## src/rtl/keypad_scanner_pkg.sv

```systemverilog
// rtl/keypad_scanner_pkg.sv - shared types, constants and helpers for the keypad scanner
// Purpose: scan FSM state type, column strobe constants, the 5-bit candidate
//   encoding (MSB set = no key) and the snapshot-to-candidate decoder.
// Ports: none (package).
package keypad_scanner_pkg;

  typedef enum logic [1:0] {
    ST_DRIVE  = 2'd0,
    ST_SAMPLE = 2'd1,
    ST_EVAL   = 2'd2
  } scan_state_e;

  localparam logic [3:0] COL_INIT = 4'b1110;
  // No column is driven during EVAL, so the rotation shows a one-cycle gap.
  localparam logic [3:0] COL_IDLE = 4'b1111;
  localparam logic [4:0] KEY_NONE = 5'b10000;
  localparam int CODE_ROW_LSB = 2;
  localparam int CODE_COL_LSB = 0;

  function automatic logic [3:0] col_strobe(input logic [1:0] idx);
    col_strobe = ~(4'b0001 << idx);
  endfunction

  // Snapshot bit col*4+row holds "row pressed while col driven". Exactly one
  // bit yields that key's code; zero or several bits (ghosting) yield KEY_NONE.
  function automatic logic [4:0] key_candidate(input logic [15:0] snap);
    logic [4:0] cand;
    int hits;
    cand = KEY_NONE;
    hits = 0;
    for (int b = 0; b < 16; b++) begin
      if (snap[b]) begin
        hits = hits + 1;
        cand = 5'b00000;
        cand[CODE_ROW_LSB +: 2] = b[1:0];
        cand[CODE_COL_LSB +: 2] = b[3:2];
      end
    end
    if (hits != 1) cand = KEY_NONE;
    return cand;
  endfunction

endpackage

```

## src/rtl/keypad_scanner_if.sv

```systemverilog
// rtl/keypad_scanner_if.sv - key report handshake between scanner and operand-entry logic
// Purpose: groups the key report outputs and the consumer acknowledge.
// Ports (master = scanner): key_code, key_valid, key_held, key_overrun out; key_ack in.
interface keypad_scanner_if;
  logic [3:0] key_code;
  logic       key_valid;
  logic       key_ack;
  logic       key_held;
  logic       key_overrun;

  modport master (
    output key_code, key_valid, key_held, key_overrun,
    input  key_ack
  );

  modport slave (
    input  key_code, key_valid, key_held, key_overrun,
    output key_ack
  );
endinterface

```

## src/rtl/keypad_scanner_debounce.sv

```systemverilog
// rtl/keypad_scanner_debounce.sv - per-scan candidate debounce with optional auto-repeat
// Purpose: decodes the full-scan snapshot, counts consecutive identical scans,
//   and emits accept / release / repeat strobes during the EVAL cycle.
//   Auto-repeat exists only when KEYPAD_REPEAT_EN is defined.
// Ports: clkd, rst (async, active-high); eval, snapshot[15:0] in;
//   accept, key_release, key_repeat, acc_code[3:0] out (combinational, valid in EVAL).
module keypad_scanner_debounce
  import keypad_scanner_pkg::*;
#(
  parameter int DEBOUNCE_SCANS = 8
`ifdef KEYPAD_REPEAT_EN
  , parameter int REPEAT_SCANS = 64
`endif
) (
  input  logic        clkd,
  input  logic        rst,
  input  logic        eval,
  input  logic [15:0] snapshot,
  output logic        accept,
  output logic        key_release,
  output logic        key_repeat,
  output logic [3:0]  acc_code
);

  localparam int CW = $clog2(DEBOUNCE_SCANS + 1);
  localparam logic [CW-1:0] CNT_MAX = CW'(DEBOUNCE_SCANS);

  logic [4:0]    candidate;
  logic [4:0]    last_candidate;
  logic [CW-1:0] stable_cnt;
  logic [CW-1:0] next_cnt;
  logic          reported;
  logic [3:0]    reported_code;
  logic          stable;
  logic          same_key;

  assign candidate = key_candidate(snapshot);

  always_comb begin
    next_cnt = CW'(1);
    if (candidate == last_candidate)
      next_cnt = (stable_cnt == CNT_MAX) ? stable_cnt : stable_cnt + 1'b1;
  end

  assign stable = (next_cnt == CNT_MAX);
  // Tying "reported" to a code lets a different stable key count as a new
  // press, while a bounce back to the same key is not re-reported.
  assign same_key    = reported && (candidate == {1'b0, reported_code});
  assign accept      = eval && stable && !candidate[4] && !same_key;
  assign key_release = eval && stable && candidate[4];
  assign acc_code    = candidate[3:0];

  always_ff @(posedge clkd or posedge rst) begin
    if (rst) begin
      last_candidate <= KEY_NONE;
      stable_cnt     <= '0;
      reported       <= 1'b0;
      reported_code  <= 4'h0;
    end else if (eval) begin
      last_candidate <= candidate;
      stable_cnt     <= next_cnt;
      if (accept) begin
        reported      <= 1'b1;
        reported_code <= candidate[3:0];
      end else if (key_release) begin
        reported <= 1'b0;
      end
    end
  end

`ifdef KEYPAD_REPEAT_EN
  localparam int RW = $clog2(REPEAT_SCANS + 1);
  localparam logic [RW-1:0] REP_LAST = RW'(REPEAT_SCANS - 1);

  logic [RW-1:0] rep_cnt;
  logic          held_stable;

  assign held_stable = stable && same_key;
  assign key_repeat  = eval && held_stable && (rep_cnt == REP_LAST);

  always_ff @(posedge clkd or posedge rst) begin
    if (rst)
      rep_cnt <= '0;
    else if (eval)
      rep_cnt <= (held_stable && rep_cnt != REP_LAST) ? rep_cnt + 1'b1 : '0;
  end
`else
  assign key_repeat = 1'b0;
`endif

endmodule

```

## src/rtl/keypad_scanner.sv

```systemverilog
// rtl/keypad_scanner.sv - 4x4 matrix keypad scanner with debounce and key handshake
// Purpose: rotates one-cold column strobes, synchronizes and samples the rows,
//   debounces full scans and reports one key code per press.
//   Optional auto-repeat: define KEYPAD_REPEAT_EN.
// Ports: clkd, rst (async, active-high); col_n[3:0] out; row_n[3:0] in;
//   key_if (master): key_code, key_valid, key_held, key_overrun out, key_ack in.
module keypad_scanner
  import keypad_scanner_pkg::*;
#(
  parameter int SETTLE_CYCLES  = 4,
  parameter int DEBOUNCE_SCANS = 8
`ifdef KEYPAD_REPEAT_EN
  , parameter int REPEAT_SCANS = 64
`endif
) (
  input  logic                   clkd,
  input  logic                   rst,
  output logic [3:0]             col_n,
  input  logic [3:0]             row_n,
  keypad_scanner_if.master       key_if
);

  localparam int SW = $clog2(SETTLE_CYCLES + 1);
  localparam logic [SW-1:0] SETTLE_LAST = SW'(SETTLE_CYCLES - 1);

  scan_state_e state;
  logic [SW-1:0] settle_cnt;
  logic [1:0]    col_idx;
  logic [1:0]    col_next;
  logic [15:0]   snapshot;
  logic [3:0]    row_meta;
  logic [3:0]    row_sync;
  logic          eval;
  logic          accept;
  logic          key_release;
  logic          key_repeat;
  logic [3:0]    acc_code;

  assign col_next = col_idx + 2'd1;
  assign eval     = (state == ST_EVAL);

  // Rows idle high, so the synchronizer resets to "nothing pressed".
  always_ff @(posedge clkd or posedge rst) begin
    if (rst) begin
      row_meta <= 4'hF;
      row_sync <= 4'hF;
    end else begin
      row_meta <= row_n;
      row_sync <= row_meta;
    end
  end

  always_ff @(posedge clkd or posedge rst) begin
    if (rst) begin
      state      <= ST_DRIVE;
      settle_cnt <= '0;
      col_idx    <= 2'd0;
      col_n      <= COL_INIT;
      snapshot   <= 16'h0000;
    end else begin
      case (state)
        ST_DRIVE: begin
          if (settle_cnt == SETTLE_LAST) begin
            settle_cnt <= '0;
            state      <= ST_SAMPLE;
          end else begin
            settle_cnt <= settle_cnt + 1'b1;
          end
        end
        ST_SAMPLE: begin
          snapshot[{col_idx, 2'b00} +: 4] <= ~row_sync;
          col_idx <= col_next;
          if (col_idx == 2'd3) begin
            state <= ST_EVAL;
            col_n <= COL_IDLE;
          end else begin
            state <= ST_DRIVE;
            col_n <= col_strobe(col_next);
          end
        end
        ST_EVAL: begin
          state <= ST_DRIVE;
          col_n <= COL_INIT;
        end
        default: begin
          state <= ST_DRIVE;
          col_n <= COL_INIT;
        end
      endcase
    end
  end

  keypad_scanner_debounce #(
    .DEBOUNCE_SCANS(DEBOUNCE_SCANS)
`ifdef KEYPAD_REPEAT_EN
    , .REPEAT_SCANS(REPEAT_SCANS)
`endif
  ) u_debounce (
    .clkd        (clkd),
    .rst         (rst),
    .eval        (eval),
    .snapshot    (snapshot),
    .accept      (accept),
    .key_release (key_release),
    .key_repeat  (key_repeat),
    .acc_code    (acc_code)
  );

  // An ack on the same edge frees the slot, so a coincident new key loads
  // instead of counting as an overrun. Dropped repeats never flag overrun.
  always_ff @(posedge clkd or posedge rst) begin
    if (rst) begin
      key_if.key_code    <= 4'h0;
      key_if.key_valid   <= 1'b0;
      key_if.key_held    <= 1'b0;
      key_if.key_overrun <= 1'b0;
    end else begin
      if (key_if.key_ack)
        key_if.key_valid <= 1'b0;
      if (accept || key_repeat) begin
        if (!key_if.key_valid || key_if.key_ack) begin
          key_if.key_code  <= acc_code;
          key_if.key_valid <= 1'b1;
        end else if (accept) begin
          key_if.key_overrun <= 1'b1;
        end
      end
      if (accept)
        key_if.key_held <= 1'b1;
      else if (key_release)
        key_if.key_held <= 1'b0;
    end
  end

endmodule

```

## src/flat_wrapper.sv

```systemverilog
// flat-port wrapper written by rule: the top's interface ports become plain ports
module keypad_scanner_flat import keypad_scanner_pkg::*;
#(
  parameter int SETTLE_CYCLES  = 4,
  parameter int DEBOUNCE_SCANS = 8

)
  (clkd, rst, col_n, row_n, key_if_key_code, key_if_key_valid, key_if_key_held, key_if_key_overrun, key_if_key_ack);
  keypad_scanner_if key_if_i ();
  input  logic clkd;
  input  logic rst;
  output logic [3:0] col_n;
  input  logic [3:0] row_n;
  output wire logic [$bits(key_if_i.key_code)-1:0] key_if_key_code;
  output wire logic [$bits(key_if_i.key_valid)-1:0] key_if_key_valid;
  output wire logic [$bits(key_if_i.key_held)-1:0] key_if_key_held;
  output wire logic [$bits(key_if_i.key_overrun)-1:0] key_if_key_overrun;
  input wire logic [$bits(key_if_i.key_ack)-1:0] key_if_key_ack;
  assign key_if_key_code = key_if_i.key_code;
  assign key_if_key_valid = key_if_i.key_valid;
  assign key_if_key_held = key_if_i.key_held;
  assign key_if_key_overrun = key_if_i.key_overrun;
  assign key_if_i.key_ack = key_if_key_ack;
  keypad_scanner #(.SETTLE_CYCLES(SETTLE_CYCLES), .DEBOUNCE_SCANS(DEBOUNCE_SCANS)) u_core (.clkd(clkd), .rst(rst), .col_n(col_n), .row_n(row_n), .key_if(key_if_i));
endmodule
```

## config.mk

```make
export PLATFORM = sky130hd
export DESIGN_NAME = keypad_scanner_flat
export DESIGN_NICKNAME = d
export VERILOG_FILES = /design/src/rtl/keypad_scanner_pkg.sv /design/src/rtl/keypad_scanner_if.sv /design/src/rtl/keypad_scanner_debounce.sv /design/src/rtl/keypad_scanner.sv /design/src/flat_wrapper.sv
export SDC_FILE = /design/constraint.sdc
export NUM_CORES = 1
export LEC_CHECK = 0
export BUFFER_PORTS_ARGS = -buffer_cell sky130_fd_sc_hd__buf_2
export CAP_MARGIN = 40
export CORE_MARGIN = 2
export CORE_UTILIZATION = 56
export CTS_CLUSTER_DIAMETER = 60
export CTS_CLUSTER_SIZE = 40
export DETAILED_ROUTE_END_ITERATION = 8
export GPL_TIMING_DRIVEN = 0
export PLACE_DENSITY = 0.8
export SLEW_MARGIN = 30
export SYNTH_ARGS = -nofsm -noshare
export SYNTH_HDL_FRONTEND = slang
export SYNTH_SLANG_ARGS = --single-unit
```

## constraint.sdc

```tcl
create_clock -name clkd -period 10.9 [get_ports clkd]
set_input_delay 2.18 -clock clkd [delete_from_list [all_inputs] [get_ports clkd]]
set_output_delay 2.18 -clock clkd [all_outputs]
set_load 0.01 [all_outputs]
```

Yosys cells after proc, flatten, opt, wreduce, memory -nomap -nowiden
Index checks and enable logic that the tools add are counted.
{"block": "op_classes", "addsub": 19, "eq_ne": 10, "shifts": 3, "n_mux": 47, "bitwise": 3, "reduce_logical": 15}
{"operator": "2-to-1 mux 32 bit", "count": 15}
{"operator": "adder 32 x 2 -> 32 bit (second input constant)", "count": 14}
{"operator": "2-to-1 mux 5 bit", "count": 17}
{"operator": "!= test 32 x 2 -> 1 bit (second input constant)", "count": 1}
{"operator": "bitwise mux 16 bit", "count": 1}
{"operator": "variable shift 4 x 6 -> 16 bit (first input constant)", "count": 1}
{"operator": "indexed part select 4 x 6 -> 16 bit", "count": 1}
{"operator": "2-to-1 mux 4 bit", "count": 3}
{"operator": "== test 4 bit (second input constant)", "count": 2}
{"operator": "NOT 4 bit", "count": 2}
{"operator": "case mux 4 bit (2 select lines)", "count": 1}
{"operator": "AND reduction 2 bit", "count": 4}
{"operator": "2-to-1 mux 1 bit", "count": 6}
{"operator": "negator 4 -> 6 bit", "count": 1}
{"operator": "== test 5 x 4 -> 1 bit", "count": 1}
{"operator": "== test 5 bit", "count": 1}
{"operator": "logical AND 1 bit", "count": 5}
{"operator": "adder 4 x 1 -> 4 bit (second input constant)", "count": 1}
{"operator": "== test 2 bit (second input constant)", "count": 2}
{"operator": "2-to-1 mux 2 bit", "count": 2}
{"operator": "case mux 2 bit (2 select lines)", "count": 1}
{"operator": "left shift 1 x 2 -> 4 bit (first input constant)", "count": 1}
{"operator": "adder 3 x 1 -> 3 bit (second input constant)", "count": 1}
{"operator": "== test 3 x 2 -> 1 bit (second input constant)", "count": 1}
{"operator": "other kinds (10)", "count": 12}
{"block": "totals", "regBits": 56, "input_bits": 7, "wordCells": 112}

Logic depth before layout (Yosys ltp)
Gate-level depths: netlist of run 1.
{"block": "depth", "depth_word": 41, "ltp_mapped": 52, "ltp_nobuf": 51}

By module
From an unflattened synthesis of run 1, not the netlist that was laid out.
{"block": "unflattened", "cells_unflattened": 545, "hier_area_um2": 4889.7}
{"mod": "keypad_scanner_debounce", "instances": 1, "cells_per_inst": 414, "area_each_um2": 3201.8, "seq_area_each_um2": 351.6}
{"mod": "keypad_scanner", "instances": 1, "cells_per_inst": 131, "area_each_um2": 1687.9, "seq_area_each_um2": 1064.8}

Worst setup path after synthesis of run 1
No wires, ideal clock.
{"block": "synth_timing", "path_type": "flip-flop to flip-flop", "from": "register u_core.snapshot[0]", "to": "register u_core.u_debounce.reported", "arrival_time_ps": 10112, "path_slack_ps": 663, "path_stages_with_launch": 52, "period_less_slack_ps": 10237, "cell_sequence": "dfrtp_1 inv_1 ha_1 xnor2_2 inv_1 ha_1 nand2_1 o21ai_0 ha_1 mux2_2 ha_1 a32oi_1 nand2_1 ha_1 nand2b_1 o21a_1 ha_1 mux2i_1 [... 16 more ...] o31ai_1 o21ai_0 ha_1 o21a_1 ha_1 nand2b_1 o21a_1 ha_1 o21ai_0 o21ai_0 a31o_1 or4_1 buf_2 a211o_4 nor3_4 a2bb2oi_4 nor2_2 mux2_4"}
{"block": "synth_between", "elab_chain_cells": 41, "elab_cells_between_ends": 63, "classes_between": "add/sub: 15; eq/ne: 4; mux: 35; reduce/logical: 9"}
{"element": "start: declaration", "line_no": "keypad_scanner.sv:30", "source": "logic [15:0] snapshot;"}
{"element": "start signal: indexed assignment", "line_no": "keypad_scanner.sv:71", "source": "snapshot[{col_idx, 2'b00} +: 4] <= ~row_sync;"}
{"element": "2-to-1 mux 1 bit", "line_no": "keypad_scanner_pkg.sv:32", "source": "if (snap[b]) begin"}
{"element": "adder 1 x 1 -> 2 bit", "line_no": "keypad_scanner_pkg.sv:33", "source": "hits = hits + 1;"}
{"element": "2-to-1 mux 32 bit", "line_no": "keypad_scanner_pkg.sv:32"}
{"element": "adder 32 x 2 -> 32 bit", "line_no": "keypad_scanner_pkg.sv:33"}
{"element": "2-to-1 mux 32 bit", "line_no": "keypad_scanner_pkg.sv:32"}
{"element": "adder 32 x 2 -> 32 bit", "line_no": "keypad_scanner_pkg.sv:33"}
{"element": "2-to-1 mux 32 bit", "line_no": "keypad_scanner_pkg.sv:32"}
{"element": "adder 32 x 2 -> 32 bit", "line_no": "keypad_scanner_pkg.sv:33"}
{"element": "[... 24 more ...]"}
{"element": "2-to-1 mux 5 bit (*)", "line_no": "keypad_scanner_pkg.sv:39", "source": "if (hits != 1) cand = KEY_NONE;"}
{"element": "== test 5 bit", "line_no": "keypad_scanner_debounce.sv:41", "source": "if (candidate == last_candidate)"}
{"element": "2-to-1 mux 4 bit", "line_no": "keypad_scanner_debounce.sv:41"}
{"element": "== test 4 bit", "line_no": "keypad_scanner_debounce.sv:45", "source": "assign stable = (next_cnt == CNT_MAX);"}
{"element": "logical AND 1 bit", "line_no": "keypad_scanner_debounce.sv:49, keypad_scanner_debounce.sv:50"}
{"element": "logical AND 1 bit (2 in series)", "line_no": "keypad_scanner_debounce.sv:49", "source": "assign accept = eval && stable && !candidate[4] && !same_key;"}
{"element": "nonzero test 2 bit (no line)"}
{"element": "AND reduction 2 bit (no line)"}
{"element": "end signal: assignment", "line_no": "keypad_scanner_debounce.sv:57", "source": "reported <= 1'b0;"}
{"element": "end signal: assignment", "line_no": "keypad_scanner_debounce.sv:63", "source": "reported <= 1'b1;"}
{"element": "end signal: assignment", "line_no": "keypad_scanner_debounce.sv:66", "source": "reported <= 1'b0;"}
{"element": "end: declaration", "line_no": "keypad_scanner_debounce.sv:32", "source": "logic reported;"}
Every way passes the cells marked *; elsewhere a longest branch is shown, timed or not.
A chain may end at the register's enable or synchronous reset.

Worst setup path in the final report of run 1
{"block": "layout_timing", "from": "register u_core.snapshot[1]", "to": "register u_core.u_debounce.reported"}
{"block": "layout_between", "elab_chain_cells": 39, "elab_cells_between_ends": 60, "classes_between": "add/sub: 14; eq/ne: 4; mux: 33; reduce/logical: 9"}
{"element": "2-to-1 mux 32 bit", "line_no": "keypad_scanner_pkg.sv:32"}
{"element": "adder 32 x 2 -> 32 bit", "line_no": "keypad_scanner_pkg.sv:33"}
{"element": "2-to-1 mux 32 bit", "line_no": "keypad_scanner_pkg.sv:32"}
{"element": "adder 32 x 2 -> 32 bit", "line_no": "keypad_scanner_pkg.sv:33"}
{"element": "2-to-1 mux 32 bit", "line_no": "keypad_scanner_pkg.sv:32"}
{"element": "adder 32 x 2 -> 32 bit", "line_no": "keypad_scanner_pkg.sv:33"}
{"element": "2-to-1 mux 32 bit", "line_no": "keypad_scanner_pkg.sv:32"}
{"element": "adder 32 x 2 -> 32 bit", "line_no": "keypad_scanner_pkg.sv:33"}
{"element": "[... 22 more ...]"}
{"element": "2-to-1 mux 5 bit (*)", "line_no": "keypad_scanner_pkg.sv:39"}
{"element": "== test 5 bit", "line_no": "keypad_scanner_debounce.sv:41"}
{"element": "2-to-1 mux 4 bit", "line_no": "keypad_scanner_debounce.sv:41"}
{"element": "== test 4 bit", "line_no": "keypad_scanner_debounce.sv:45"}
{"element": "logical AND 1 bit", "line_no": "keypad_scanner_debounce.sv:49, keypad_scanner_debounce.sv:50"}
{"element": "logical AND 1 bit (2 in series)", "line_no": "keypad_scanner_debounce.sv:49"}
{"element": "nonzero test 2 bit (no line)"}
{"element": "AND reduction 2 bit (no line)"}
Marks and branches as above.

==> impl_metrics.csv, run 1 <==
group,metric,value,unit
timing,tightest_slew,806.4,ps
run,cap_violations,0,
pwr,p_sw,0.5921,mW
drt,first_pass_iters,5,
pwr,power.leakage,2.343,nW
synthesis,yosysSeqAreaShare,0.3000,
clocking,cts_buffer_depth,2,
setup_path,crit_required,11110,ps
synthesis,synth_cell_types,75,
clocking,clk_pin_slew,100,ps
drt,vias,4014,
global_route,globalRouteTotalUtil,0.2319,
floorplanning,ios,18,
drt,ant_nets,0,
clocking,numCtsBuffers,5,
setup_path,rr_startpoint,"u_core.snapshot[1]",
floorplanning,die_x,95.82,um
pwr,peakVddDrop,169.8,uV
timing,finalCriticalPeriod,10640,ps
timing,fin_crit_sh,0.9761,
setup_path,critPathLaunchType,"register",
clocking,clk_latency,310,ps
layout,insertedDiodeCount,0,
min_path,hp-start,"u_core.row_meta[3]",
setup_path,crit_path_frequent_cell,"ha_1",
drt,wl,10.32,mm
timing,slew_viol_final,0,
clocking,cts.hold.buffers_added,0,
global_route,antenna_found_initial,0,
synthesis,synth_seq_cells,56,
global_route,grt_pass1_vias,3847,
floorplanning,initial_core_util,0.5774,
placed_design,gp_congestion,0.8294,
pwr,switching_share,0.4523,
setup_path,critPathLaunch,"u_core.snapshot[1]",
drt,dr.first_iter.drc_count,268,
layout,instances_no_fill,669,
layout,final_common_cell,"nand2_1",
synthesis,netlist_area,4721,um2
timing,hold_slack,361.0,ps
floorplanning,dieHeight,95.82,um
synthesis,ys_warn_count,0,
layout,nNetsFinal,596,
clocking,root_buffer,"clkbuf_8",
setup_path,crit_arrival,10840,ps
setup_path,crit_type,"register to register",
pwr,internal_power,0.7170,mW
setup_path,slowest_delay,510,ps
floorplanning,core_area,8175,um2
setup_path,crit_path_top_delay_cell,"or4_1",
clocking,cts_tree,"yes",
pwr,p_comb_frac,0.723,
synthesis,synth_edf_count,0,
pwr,power_density,245.5,nW/um2
timing,setup_viol,0,
layout,syn_to_final_growth,12.93,%
timing,clock_skew,8.637,ps
global_route,grt_max_degree,30,
layout,drive_gt1_frac,0.2021,
timing,finalHoldViolCount,0,
synthesis,syn_avg_cell_area,8.975,um2
synthesis,async_reset_ff_frac,1.000,
min_path,min_path_type,"register to register",
synthesis,syn_inst,526,
pwr,seq_power_share,0.178,
setup_path,end_kind,"register",
placed_design,dp_cells,649,
drt,drcViolationCount,0,
clocking,htreeDepth,2,
global_route,grt_overflow_total,0,
setup_path,critical_path.max_fanout,6,
drt,wl_per_cell,15.43,um
layout,fillers,656,
pwr,p_clk_frac,0.098,
status,status,"finished clean",
floorplanning,std_cell_rows,33,
clocking,cts_sinks,56,
synthesis,ys.flop_type,"dfrtp_1",
timing,slew_headroom,0.4624,
placed_design,dp_hpwl,7.563,mm
synthesis,syn_nets,559,
drt,viasPerCell,6.000,
placed_design,portBuffers,17,
floorplanning,die-area,9181,um2
global_route,grt_pass1_wl,17.34,mm
timing,fmax,0.09399,GHz
layout,final_cell_mix,"67 x nand2_1, 44 x dfrtp_1, 32 x nor2_1, 31 x inv_1, 27 x o21ai_0",
-- power groups by stage --
stage               logic, mW  clock network, mW  registers (mW)
floorplan               0.650                  0           0.233
global placement        0.756                  0           0.236
detailed placement      0.782                  0           0.237
CTS                     0.800              0.133           0.233
global route             1.02              0.138           0.235
finish                  0.947              0.129           0.233
-- timing repair --
| action | in CTS | in global routing |
|---|---|---|
| buffers inserted | 4 | 8 |
| pin swaps | 5 | 15 |
| gates resized for setup | 3 | 36 |
| hold endpoints to repair | 0 | 0 |
| cloned | 0 | 0 |
| setup endpoints to repair | 18 | 21 |
-- area by class of cell --
| type | count | area, um2 | share of cell area |
|---|---|---|---|
| plain buffers | 18 | 91.34 | 0.01713 |
| clock buffers | 6 | 93.84 | 0.01760 |
| clock inverters | 2 | 17.52 | 0.003286 |
| inverters | 34 | 132.6 | 0.02488 |
| multi-input cells | 418 | 3253 | 0.6102 |
| flip-flops and latches | 56 | 1416 | 0.2657 |
| well taps | 105 | 131.4 | 0.02464 |
| repair buffers | 30 | 195.2 | 0.03661 |
-- sequential cells by signal (all words and copies together), names as in the netlist --
name,cells
u_core.key_if.key_overrun,1
u_core.key_if.key_code,4
u_core.row_meta,4
u_core.key_if.key_held,1
u_core.u_debounce.last_candidate,5
u_core.settle_cnt,3
u_core.state,2
u_core.col_idx,2
u_core.u_debounce.stable_cnt,4
u_core.row_sync,4
u_core.u_debounce.reported_code,4
u_core.snapshot,16
u_core.col_n,4
u_core.key_if.key_valid,1
u_core.u_debounce.reported,1
-- path summary, 6_finish.rpt --
path                       slack [ps]  depth (start not counted)                              end
max in group asynchronous        8530                          3               u_core.row_sync[2]
hold / removal                    360                          0               u_core.row_sync[3]
setup reg to reg                  260                         51       u_core.u_debounce.reported
hold reg to reg                   360                          0               u_core.row_sync[3]
setup / recovery                  260                         51       u_core.u_debounce.reported
min in group asynchronous        1840                          2  u_core.u_debounce.stable_cnt[1]
-- kinds of logic after synthesis --
group,share of synthesized area
fa+ha+maj,0.06891
xor+xnor,0.1421
compound gates,0.1855
mux,0.04532
flops,0.3000
simple gates,0.2126
buf+inv,0.04559
-- Yosys cell counts, drive strengths merged, types with 11 or more instances --
cell	instances	area, um2
o21ai	35	175.2
a21oi	17	88.84
xor2	11	96.34
dfstp	12	315.3
dfrtp	44	1101
xnor2	31	320.3
clkbuf	11	41.29
nor2	34	132.6
inv	34	130.1
nand2	72	270.3
nand2b	12	75.07
nor3	18	123.9
ha	26	325.3
o41ai	11	96.34
mux2i	15	153.9
-- worst max-delay path: cells and delay by family, from the launching register on --
family / cells / cell delay [ps]
adders and majority gates: 14 / 3940
AOI/OAI and AO/OA: 16 / 2540
and+or+nand+nor: 14 / 2310
muxes: 4 / 1050
DFF: 1 / 430
buffers and inverters: 3 / 240
-- through the flow --
step	util	worst slack [ps]	instance area [um2]	setup TNS, ps	power, mW
floorplan	-	662.8	4721	0	0.8831
CTS	0.6267	24.06	5124	0	1.165
global placement	0.6039	-146.0	4937	-730.3	0.9920
global route	0.6521	-128.6	5331	-745.2	1.398
finish	0.6521	260.9	5331	0	1.309
detailed placement	0.6067	-415.1	4960	-5228	1.019
-- routing by layer --
metal,vias up,GRT usage,part of all wire,wire (um)
met3,20,0.02506,0.030,310
met1,1930,0.3172,0.46,4763
met2,97,0.3811,0.49,5010
met5,-,0,0,0
met4,0,0.08571,0.023,240
li1,1967,-,-,-
Power figures use the tool's default switching activity.
==> run 2: changes to the inputs <==
--- a/config.mk
+++ b/config.mk
@@ -14,6 +14,7 @@
 export DETAILED_ROUTE_END_ITERATION = 8
 export GPL_TIMING_DRIVEN = 0
 export PLACE_DENSITY = 0.8
+export REMOVE_ABC_BUFFERS = 1
 export SLEW_MARGIN = 30
 export SYNTH_ARGS = -nofsm -noshare
 export SYNTH_HDL_FRONTEND = slang
==> run 2 against run 1 <==
Compared with the run above: cell count shrank 2.5%; flip-flop and latch count unchanged; global-route usage is 0.44 points lower; cell area is 2.0% lower; maximum frequency increased by 1.5%; worst setup slack improved by 150 ps; non-clock buffer count fell by 17; clock power hardly changed; combinational power shrank 6.5%; power shrank 4.6%; largest cell class unchanged.
==> impl_metrics.csv, run 2 (synthesis gave the netlist of run 1 again) <==
group,metric,value,unit
timing,fin_ws,414.1,ps
setup_path,reg2reg_slack,410,ps
min_path,hp-start,"u_core.row_meta[2]",
timing,fmax,0.09537,GHz
drt,drcViolationCount,0,
clocking,cts_tree,"yes",
drt,wl,9.815,mm
setup_path,end_kind,"register",
setup_path,rr_startpoint,"u_core.snapshot[0]",
status,status,"finished clean",
layout,syn_to_final_growth,10.63,%
min_path,whs_path_depth,0,
timing,slew_viol_final,0,
global_route,grt_max_degree,32,
drt,viasPerCell,5.975,
placed_design,dpl_cell_area,4875,um2
setup_path,r2r_end,"u_core.key_if.key_overrun",
timing,tightest_slew,807.9,ps
floorplanning,core_area,8175,um2
min_path,min_path_type,"register to register",
drt,ant_nets,0,
setup_path,crit_path_top_delay_cell,"or4_4",
global_route,grt_pass1_wl,16.74,mm
timing,finalHoldViolCount,0,
layout,insertedDiodeCount,0,
floorplanning,die-area,9181,um2
placed_design,dp_slack,-464.5,ps
floorplanning,ios,18,
global_route,antenna_found_initial,0,
layout,drive_gt1_frac,0.1956,
clocking,cts_sinks,56,
layout,nNetsFinal,579,
layout,regMostFlops,"u_core.snapshot",
drt,wl_per_cell,15.05,um
pwr,peakVddDrop,129.8,uV
pwr,power_density,239.2,nW/um2
global_route,grt_overflow_total,0,
timing,fin_crit_sh,0.9620,
layout,final_common_cell,"nand2_1",
floorplanning,die_x,95.82,um
floorplanning,dieHeight,95.82,um
clocking,cts_buffer_depth,2,
floorplanning,initial_core_util,0.5774,
layout,final_cell_mix,"67 x nand2_1, 44 x dfrtp_1, 32 x nor2_1, 30 x inv_1, 27 x o21ai_0",
clocking,htreeDepth,2,
setup_path,crit_path_frequent_cell,"ha_1",
setup_path,critical_path.max_fanout,6,
layout,design_area,5223,um2
layout,fillers,657,
setup_path,crit_type,"register to register",
floorplanning,std_cell_rows,33,
timing,clock_skew,11.71,ps
placed_design,gp_congestion,0.8789,
setup_path,crit_required,11110,ps
drt,first_pass_iters,7,
timing,finalCriticalPeriod,10490,ps
clocking,numCtsBuffers,5,
min_path,hold_end,"u_core.row_sync[2]",
clocking,root_buffer,"clkbuf_8",
layout,top_regs,"u_core.snapshot: 16 flops, u_core.u_debounce.last_candidate: 5 flops",
layout,largest_reg_flops,16,
clocking,cts.hold.buffers_added,0,
global_route,grt_pass1_vias,3710,
timing,hold_slack,360.7,ps
timing,tns,0,ps
setup_path,critPathLaunchType,"register",
setup_path,r2r_cells,51,
placed_design,dp_hpwl,7.264,mm
run,cap_violations,0,
placed_design,portBuffers,17,
drt,vias,3896,
setup_path,crit_arrival,10690,ps
timing,slew_headroom,0.4614,
drt,dr.first_iter.drc_count,223,
clocking,clk_latency,300,ps
pwr,power.leakage,2.289,nW
pwr,power.total,1.249,mW
global_route,globalRouteTotalUtil,0.2275,
clocking,clk_pin_slew,100,ps
timing,setup_viol,0,
setup_path,slowest_delay,490,ps
## run 2: worst max-delay path, delay by kind of cell (launching register included)
kind	cells	cell delay, ps
compound gates	17	2670
xor+xnor	1	220
fa+ha+maj	14	3930
buf+inv	4	400
flops	1	430
mux	3	750
simple gates	12	2020
## run 2: cell type report
type / instances / area [um2] / share of cell area
Multi-Input combinational cell: 418 / 3221 / 0.6167
Sequential cell: 56 / 1416 / 0.2712
Timing Repair Buffer: 31 / 215.2 / 0.04121
Inverter: 34 / 132.6 / 0.02540
Tap cell: 105 / 131.4 / 0.02516
Clock buffer: 7 / 97.59 / 0.01869
Clock inverter: 1 / 8.758 / 0.001677
## run 2: through the flow
stage,instances,utilization
6_report,652,0.6388
5_1_grt,652,0.6388
4_1_cts,642,0.6151
3_5_place_dp,631,0.5963
3_3_place_gp,630,0.5935
2_1_floorplan,508,-
## run 2: routing by layer
layer  GRT usage  routed length, um  vias to the layer above
li1            -                  -                     1938
met1      0.3049               4433                     1840
met2      0.3811               4875                      103
met3     0.02976                354                       15
met4     0.07738                152                        0
met5           0                  0                        -
## run 2: how the worst max path moves through the flow
stage	startpoint	endpoint	slack (ps)	cells after the start
floorplan	u_core.snapshot[0]	u_core.u_debounce.reported	630	50
global placement	u_core.snapshot[0]	u_core.u_debounce.reported	-200	50
detailed placement	u_core.snapshot[0]	u_core.u_debounce.reported	-460	50
CTS	u_core.snapshot[0]	u_core.u_debounce.reported	20	50
global route	u_core.snapshot[1]	u_core.key_if.key_overrun	-90	51
finish	u_core.snapshot[0]	u_core.key_if.key_overrun	410	51
## run 2: timing repair
item	in CTS	in global routing
gates resized for setup	8	24
buffers inserted	3	10
pin swaps	4	12
setup endpoints to repair	20	21
## run 2: power breakdown
group | internal (mW) | switching, mW
registers | 0.221 | 0.0181
clock network | 0.0603 | 0.0656
logic | 0.404 | 0.481
==> run 3: changes to the inputs <==
--- a/config.mk
+++ b/config.mk
@@ -13,7 +13,8 @@
 export CTS_CLUSTER_SIZE = 40
 export DETAILED_ROUTE_END_ITERATION = 8
 export GPL_TIMING_DRIVEN = 0
-export PLACE_DENSITY = 0.8
+export HOLD_SLACK_MARGIN = 0.05
+export PLACE_DENSITY = 0.76
 export REMOVE_ABC_BUFFERS = 1
 export SLEW_MARGIN = 30
 export SYNTH_ARGS = -nofsm -noshare
==> run 3 against run 2 <==
Compared with the run above: power grew 1.3%; largest cell class unchanged; clock skew is 4.9 ps lower; critical path depth is the same; first-iteration DRC count decreased by 5.8%; sequential power about the same; worst hold slack about the same; count of clock-buffer cells in the layout fell by 1; critical endpoint unchanged; worst setup slack worse by 95 ps.
==> impl_metrics.csv, run 3 (synthesis gave the netlist of run 1 again) <==
group,metric,value,unit
floorplanning,initial_core_util,0.5774,
layout,instances_no_fill,654,
layout,drive_gt1_frac,0.1985,
clocking,clk_pin_slew,100,ps
placed_design,dp_slack,-502.5,ps
setup_path,crit_required,11110,ps
layout,syn_to_final_growth,10.42,%
drt,dr.first_iter.drc_count,210,
drt,vias,3906,
min_path,min_path_type,"register to register",
placed_design,portBuffers,17,
pwr,peakVddDrop,150.0,uV
drt,viasPerCell,5.972,
layout,multi_input_area,3208,um2
timing,fin_crit_sh,0.9707,
drt,wl_per_cell,15.41,um
timing,fmax,0.09451,GHz
placed_design,dpl_cell_area,4875,um2
global_route,globalRouteTotalUtil,0.2246,
layout,ff_latch_area,1416,um2
setup_path,end_kind,"register",
floorplanning,ios,18,
placed_design,dp_cells,631,
layout,final_common_cell,"nand2_1",
pwr,power_density,242.7,nW/um2
drt,first_pass_iters,5,
layout,design_area,5213,um2
clocking,htreeDepth,2,
floorplanning,core_area,8175,um2
timing,fin_ws,319.3,ps
layout,regMostFlops,"u_core.snapshot",
clocking,numCtsBuffers,5,
layout,largest_reg_flops,16,
placed_design,gp_congestion,0.8429,
setup_path,crit_type,"register to register",
setup_path,r2r_cells,51,
floorplanning,std_cell_rows,33,
clocking,cts_buffer_depth,2,
layout,insertedDiodeCount,0,
clocking,clk_latency,310,ps
setup_path,slowest_delay,530,ps
placed_design,dp_hpwl,7.241,mm
timing,slew_viol_final,0,
floorplanning,dieHeight,95.82,um
floorplanning,die-area,9181,um2
clocking,cts_tree,"yes",
timing,finalCriticalPeriod,10580,ps
status,status,"finished clean",
layout,final_cell_mix,"67 x nand2_1, 44 x dfrtp_1, 32 x nor2_1, 29 x inv_1, 29 x o21ai_0",
setup_path,crit_path_top_delay_cell,"or4_4",
setup_path,crit_path_frequent_cell,"ha_1",
layout,fillers,669,
drt,ant_nets,0,
pwr,power.leakage,2.304,nW
timing,slew_headroom,0.5040,
drt,drcViolationCount,0,
floorplanning,die_x,95.82,um
global_route,grt_overflow_total,0,
clocking,cts_sinks,56,
timing,finalHoldViolCount,0,
run,cap_violations,0,
global_route,grt_max_degree,33,
layout,nNetsFinal,581,
global_route,grt_pass1_wl,16.71,mm
global_route,antenna_found_initial,0,
setup_path,critPathLaunchType,"register",
setup_path,critical_path.max_fanout,6,
clocking,cts.hold.buffers_added,0,
layout,top_regs,"u_core.snapshot: 16 flops, u_core.u_debounce.last_candidate: 5 flops",
clocking,root_buffer,"clkbuf_8",
drt,wl,10.08,mm
timing,tightest_slew,743.9,ps
global_route,grt_pass1_vias,3639,
timing,setup_viol,0,
timing,clock_skew,6.770,ps
setup_path,crit_arrival,10790,ps
min_path,whs_path_depth,0,
[run 3: area by class of cell]
| cell class | count | area share |
|---|---|---|
| clock buffers | 6 | 0.01800 |
| inverters | 34 | 0.02544 |
| flip-flops and latches | 56 | 0.2717 |
| repair buffers | 33 | 0.04177 |
| well taps | 105 | 0.02520 |
| clock inverters | 2 | 0.002400 |
| multi-input cells | 418 | 0.6155 |
[run 3: worst max-delay path: cells and delay by family, from the launching register on]
| family | cells | cell delay [ps] |
|---|---|---|
| flops | 1 | 410 |
| buf+inv | 4 | 360 |
| compound gates | 17 | 2860 |
| xor+xnor | 1 | 190 |
| simple gates | 12 | 1970 |
| mux | 3 | 620 |
| fa+ha+maj | 14 | 4020 |
[run 3: layer usage]
| metal | global-route usage | share of wire | vias to the layer above |
|---|---|---|---|
| li1 | - | - | 1936 |
| met1 | 0.3117 | 0.46 | 1893 |
| met2 | 0.3852 | 0.50 | 64 |
| met3 | 0.01879 | 0.023 | 13 |
| met4 | 0.04762 | 0.012 | 0 |
| met5 | 0 | 0 | - |
[run 3: stage by stage]
step                setup TNS, ps  hold slack [ps]  utilization  power [mW]
floorplan                       0            345.2            -      0.8762
global placement            -2433            345.8       0.5935      0.9883
detailed placement          -6599            346.8       0.5963       1.014
CTS                             0            361.7       0.6148       1.162
global route               -234.2            371.5       0.6376       1.357
finish                          0            360.9       0.6376       1.265
[run 3: worst paths after layout]
| check | start | endpoint | slack, ps |
|---|---|---|---|
| max in group asynchronous | rst | u_core.row_sync[1] | 8530 |
| setup / recovery | u_core.snapshot[0] | u_core.key_if.key_overrun | 320 |
| min in group asynchronous | rst | u_core.settle_cnt[0] | 1830 |
| hold / removal | u_core.row_meta[2] | u_core.row_sync[2] | 360 |
| setup reg to reg | u_core.snapshot[0] | u_core.key_if.key_overrun | 320 |
| hold reg to reg | u_core.row_meta[2] | u_core.row_sync[2] | 360 |
[run 3: timing repair]
action / 4_1_cts / 5_1_grt
pin swaps: 5 / 15
gates resized for setup: 6 / 26
setup buffers: 3 / 12
endpoints found under the setup margin: 20 / 21
hold endpoints to repair: 0 / 0
[run 3: report_power, final]
| part | leakage (nW) | switching (mW) | total [mW] | internal [mW] |
|---|---|---|---|---|
| combinational | 1.59 | 0.486 | 0.899 | 0.413 |
| sequential | 0.662 | 0.0185 | 0.239 | 0.221 |
| clock | 0.0523 | 0.0675 | 0.126 | 0.0589 |
| total | 2.30 | 0.572 | 1.26 | 0.693 |
